<file path="config.mk">
export PLATFORM = sky130hd
export DESIGN_NAME = multdiv_issue
export DESIGN_NICKNAME = d
export VERILOG_FILES = /design/src/rtl/multdiv_issue.sv
export SDC_FILE = /design/constraint.sdc
export NUM_CORES = 1
export LEC_CHECK = 0
export ABC_AREA = 1
export CAP_MARGIN = 0
export CORE_MARGIN = 1
export CORE_UTILIZATION = 35
export DETAILED_ROUTE_END_ITERATION = 7
export PLACE_DENSITY_LB_ADDON = 0.15
export SYNTH_ARGS = -nofsm -noshare
export SYNTH_HDL_FRONTEND = slang
export SYNTH_SLANG_ARGS = --single-unit
</file>
<file path="constraint.sdc">
create_clock -name clock -period 2.7 [get_ports clock]
set_input_delay 0.405 -clock clock [delete_from_list [all_inputs] [get_ports clock]]
set_output_delay 0.405 -clock clock [all_outputs]
set_load 0.05 [all_outputs]
</file>
<file path="src/rtl/multdiv_issue.sv">
// Issue sequencer between execute and the shared multiply/divide unit: latches one op,
// pulses the unit, stalls until a result (or timeout) and presents a single writeback beat.
module multdiv_issue #(
  parameter int unsigned TIMEOUT   = 40,
  parameter int unsigned MULT_CODE = 4,
  parameter int unsigned DIV_CODE  = 5,
  parameter int unsigned EXC_REG   = 30
) (
  input  logic        clock,
  input  logic        reset,
  input  logic        op_valid,
  input  logic        op_is_mult,
  input  logic        op_is_div,
  input  logic [31:0] op_a,
  input  logic [31:0] op_b,
  input  logic [4:0]  op_rd,
  output logic        stall,
  output logic        ctrl_MULT,
  output logic        ctrl_DIV,
  output logic [31:0] md_a,
  output logic [31:0] md_b,
  input  logic [31:0] data_result,
  input  logic        data_resultRDY,
  input  logic        data_exception,
  output logic        wb_valid,
  output logic [4:0]  wb_rd,
  output logic [31:0] wb_data,
  output logic        wb_exception
);

  localparam int unsigned CntW = $clog2(TIMEOUT) + 1;

  typedef enum logic [1:0] {StIdle, StStart, StBusy, StDone} state_e;

  state_e          state_q, state_d;
  logic [CntW-1:0] cnt_q, cnt_d;
  logic [31:0]     res_q, res_d;
  logic            exc_q, exc_d;
  logic [31:0]     md_a_q, md_b_q;
  logic [4:0]      rd_q;
  logic            is_mult_q;
  logic            ctrl_mult_q, ctrl_div_q;
  logic            accept;

  // Exactly one type bit must be set; malformed ops are ignored without stalling.
  assign accept = (state_q == StIdle) & op_valid & (op_is_mult ^ op_is_div);

  always_comb begin
    state_d = state_q;
    cnt_d   = cnt_q;
    res_d   = res_q;
    exc_d   = exc_q;
    unique case (state_q)
      StIdle: begin
        if (accept) state_d = StStart;
      end
      StStart: begin
        // RDY may still be high from the previous op here, so it is not looked at.
        cnt_d   = '0;
        state_d = StBusy;
      end
      StBusy: begin
        cnt_d = cnt_q + CntW'(1);
        if (data_resultRDY) begin
          res_d   = data_result;
          exc_d   = data_exception;
          state_d = StDone;
        end else if (cnt_q == CntW'(TIMEOUT - 1)) begin
          res_d   = '0;
          exc_d   = 1'b1;
          state_d = StDone;
        end
      end
      StDone: begin
        state_d = StIdle;
      end
      default: state_d = StIdle;
    endcase
  end

  always_ff @(posedge clock or negedge reset) begin
    if (!reset) begin
      state_q     <= StIdle;
      cnt_q       <= '0;
      res_q       <= '0;
      exc_q       <= 1'b0;
      md_a_q      <= '0;
      md_b_q      <= '0;
      rd_q        <= '0;
      is_mult_q   <= 1'b0;
      ctrl_mult_q <= 1'b0;
      ctrl_div_q  <= 1'b0;
    end else begin
      state_q     <= state_d;
      cnt_q       <= cnt_d;
      res_q       <= res_d;
      exc_q       <= exc_d;
      ctrl_mult_q <= accept & op_is_mult;
      ctrl_div_q  <= accept & op_is_div;
      if (accept) begin
        md_a_q    <= op_a;
        md_b_q    <= op_b;
        rd_q      <= op_rd;
        is_mult_q <= op_is_mult;
      end
    end
  end

  always_comb begin
    stall        = accept | (state_q == StStart) | (state_q == StBusy);
    ctrl_MULT    = ctrl_mult_q;
    ctrl_DIV     = ctrl_div_q;
    md_a         = md_a_q;
    md_b         = md_b_q;
    wb_valid     = (state_q == StDone);
    wb_rd        = '0;
    wb_data      = '0;
    wb_exception = 1'b0;
    if (wb_valid) begin
      if (exc_q) begin
        wb_rd        = 5'(EXC_REG);
        wb_data      = is_mult_q ? 32'(MULT_CODE) : 32'(DIV_CODE);
        wb_exception = 1'b1;
      end else begin
        wb_rd   = rd_q;
        wb_data = res_q;
      end
    end
  end

endmodule

</file>
==> metrics.csv <==
stage,metric,value,unit
detailed_routing,dr.max_layer_used,met4,
sta,final_max_slew_viol_count,0,
logic_synthesis,yosysWarningCount,0,
detailed_routing,viasPerCell,4.43,
power,power_leakage,4.05,nW
detailed_routing,avgRoutedWirePerCell,13.1,um
layout,syn_to_final_growth,62.2,%
floorplanning,fp.dieH,121,um
grt,grt_max_degree,125,
placement,io_buffers,213,
job,maxCapViolations,0,
setup_path,crit_type,flip-flop to output pin,
sta,period_minus_slack,2470,ps
cts,cts_hold_buffers,0,
sta,worst_pin_slew,700,ps
sta,finalSetupTns,0,ps
setup_path,end_kind,output pin,
setup_path,critPathBufInv,1,
setup_path,crit_arrival,2060,ps
min_path,hold_class,input port to async pin,
cts,htreeDepth,4,
logic_synthesis,yosysTopAreaCellShare,57.3,%
detailed_routing,wl,13100,um
layout,drive_above_1_share,9.27,%
logic_synthesis,yosysSeqAreaShare,57.3,%
floorplanning,fp.dieW,121,um
layout,nets,922,
outcome,status,finished clean,
setup_path,r2r_slack,850,ps
setup_path,worstReg2RegStart,state_q[0]$_DFFE_PN0P_,
setup_path,worst_path_max_delay_cell,clkdlybuf4s50_1,
power,comb_power_share,49.5,%
floorplanning,die_area,14700,um2
power,p_switching,4.37,mW
cts,cts_setup_buffers,0,
placement,place_congestion,0.761,
layout,fillCellCount,1249,
cts,cts.repair.resized,0,
sta,finalCritPeriodShare,91.3,%
grt,grt.total_usage,18.8,%
layout,final_cells,1001,
detailed_routing,drc,0,
layout,multiInputGateArea,1520,um2
placement,dpl.hpwl,9170,um
logic_synthesis,synth.net_count,716,
layout,seqCellArea,2850,um2
grt,antenna_found_initial,1,
sta,fin_worst_skew,6.11,ps
setup_path,crit-reg2reg-capture,md_a[6]$_DFFE_PN0P_,
cts,cts_root_buf,clkbuf_16,
sta,rsz0062_at_grt,false,
grt,gr-total-overflow,0,
floorplanning,io_pins,214,
sta,setup_viol,0,
setup_path,startpoint_type,flip-flop,
logic_synthesis,synthFlopType,dfrtp_1,
power,swShare,44.3,%
sta,relSlewSlack,53.3,%
sta,fmax,0.406,GHz
cts,numClockSinks,114,
cts,clk_pin_slew,50,ps
detailed_routing,routed-wl-met3,1090,um
logic_synthesis,synth.most_common_cell,nand2_1,
power,ir_worst_vdd,0.000694,V
detailed_routing,via_count,4434,
floorplanning,core_area,13900,um2
detailed_routing,ant_nets,0,
setup_path,required,2300,ps
cts,clkLatencyLatePin,410,ps
cts,cts_buffers,17,
logic_synthesis,synthTopCellsByCount,"167 x nand2_1, 114 x dfrtp_1, 113 x inv_1",
cts,cts_tree,built,
setup_path,cp_top_family,buffers and inverters,
logic_synthesis,synth.ff_latch_count,114,
detailed_routing,route.met2.wl,6000,um
setup_path,cpPeakStageDelay,880,ps
grt,grt_pass1_wl,21200,um
sta,hold_violations,0,
power,powerDensity,1220,nW/um2
logic_synthesis,synth.area.top_cells,"dfrtp_1 57%, nand2_1 13%, inv_1 8.5%",
detailed_routing,dr.pass1.iters,5,
power,p_seq_share,29.1,%
logic_synthesis,synthArstFlopShare,100,%
detailed_routing,met1_length,5700,um
cts,clock_path_buffers,2,
placement,dp.cells,969,
setup_path,cp_max_fo,9,
logic_synthesis,synth_edf_count,0,
power,power.internal,5.48,mW
floorplanning,rows,43,
power,pwr-share-clk,21.4,%
logic_synthesis,yosysTopAreaCell,dfrtp_1,
logic_synthesis,synth.avg_cell_area,8.27,um2
logic_synthesis,synth_cell_types,18,
logic_synthesis,syn_area,4980,um2
detailed_routing,drt_iter0_markers,197,
setup_path,crit_chain,"ha_1, clkdlybuf4s50_1",
floorplanning,start_util,35.9,%
grt,grt_pass1_vias,4308,
logic_synthesis,synth_cells,602,
setup_path,r2r_cells,6,
routing by layer:
metal  track usage (%)  up-vias
met5                 0        -
met4              8.33        0
met3              7.28       19
met2              29.0      155
met1              23.2     2038
li1                  -     2222
logic make-up after synthesis:
group | Yosys count | share of synthesized area, %
simple gates | 259 | 21.1
flops | 114 | 57.3
fa+ha+maj | 6 | 1.51
buf+inv | 145 | 12.2
compound gates | 78 | 7.92
flip-flops by register name, indices dropped and copies added, names as in the netlist:
register,flops
md_a,32
exc_q,1
state_q,2
cnt_q,7
ctrl_DIV,1
res_q,32
rd_q,5
md_b,32
is_mult_q,1
ctrl_MULT,1
layout by cell type, fill, tap and decap left out, types with 2 or more instances in the layout:
| cell | count |
|---|---|
| bufinv_16 | 2 |
| nand3_1 | 40 |
| clkinv_2 | 4 |
| nand2_1 | 167 |
| clkbuf_1 | 6 |
| inv_1 | 113 |
| buf_4 | 11 |
| nor2_1 | 47 |
| clkdlybuf4s50_1 | 173 |
| o21ai_0 | 58 |
| buf_12 | 34 |
| dfrtp_1 | 114 |
| clkbuf_16 | 17 |
| a21oi_1 | 5 |
| nand2_2 | 2 |
| clkbuf_8 | 2 |
| o21ai_1 | 14 |
| ha_1 | 6 |
power by group through the flow:
stage | logic, mW | registers, mW | clock network [mW]
floorplan | 1.63 | 4.38 | 0
global placement | 4.83 | 2.85 | 0
detailed placement | 4.90 | 2.88 | 0
CTS | 4.92 | 2.87 | 2.17
global route | 5.22 | 2.96 | 2.24
finish | 4.88 | 2.86 | 2.11
how the worst max path moves through the flow:
stage	start	endpoint	slack [ps]	depth (start not counted)
global route	state_q[0]$_DFFE_PN0P_	wb_valid	150	2
CTS	state_q[0]$_DFFE_PN0P_	wb_valid	220	2
detailed placement	op_is_mult	stall	640	6
floorplan	state_q[0]$_DFFE_PN0P_	wb_data[10]	230	5
global placement	op_is_mult	stall	670	6
finish	state_q[0]$_DFFE_PN0P_	wb_valid	230	2
cell type report:
type | instances | share of cell area, %
flip-flops and latches | 114 | 35.3
repair buffers | 218 | 30.9
multi-input cells | 343 | 18.8
clock buffers | 25 | 5.89
inverters | 114 | 5.30
well taps | 180 | 2.79
clock inverters | 6 | 0.991
diodes | 1 | 0.0310
metrics by stage:
step | setup slack, ps | total power [mW] | cell area [um2] | hold slack (ps) | utilization [%]
finish | 234 | 9.85 | 8080 | 31.2 | 58.2
global route | 151 | 10.4 | 8080 | 70.1 | 58.2
CTS | 224 | 9.96 | 8070 | 55.0 | 58.2
detailed placement | 641 | 7.78 | 7520 | 459 | 54.2
global placement | 668 | 7.68 | 7520 | 454 | 54.2
floorplan | 235 | 6.01 | 4980 | 109 | -
No activity file was read; power rests on OpenSTA's default activity.
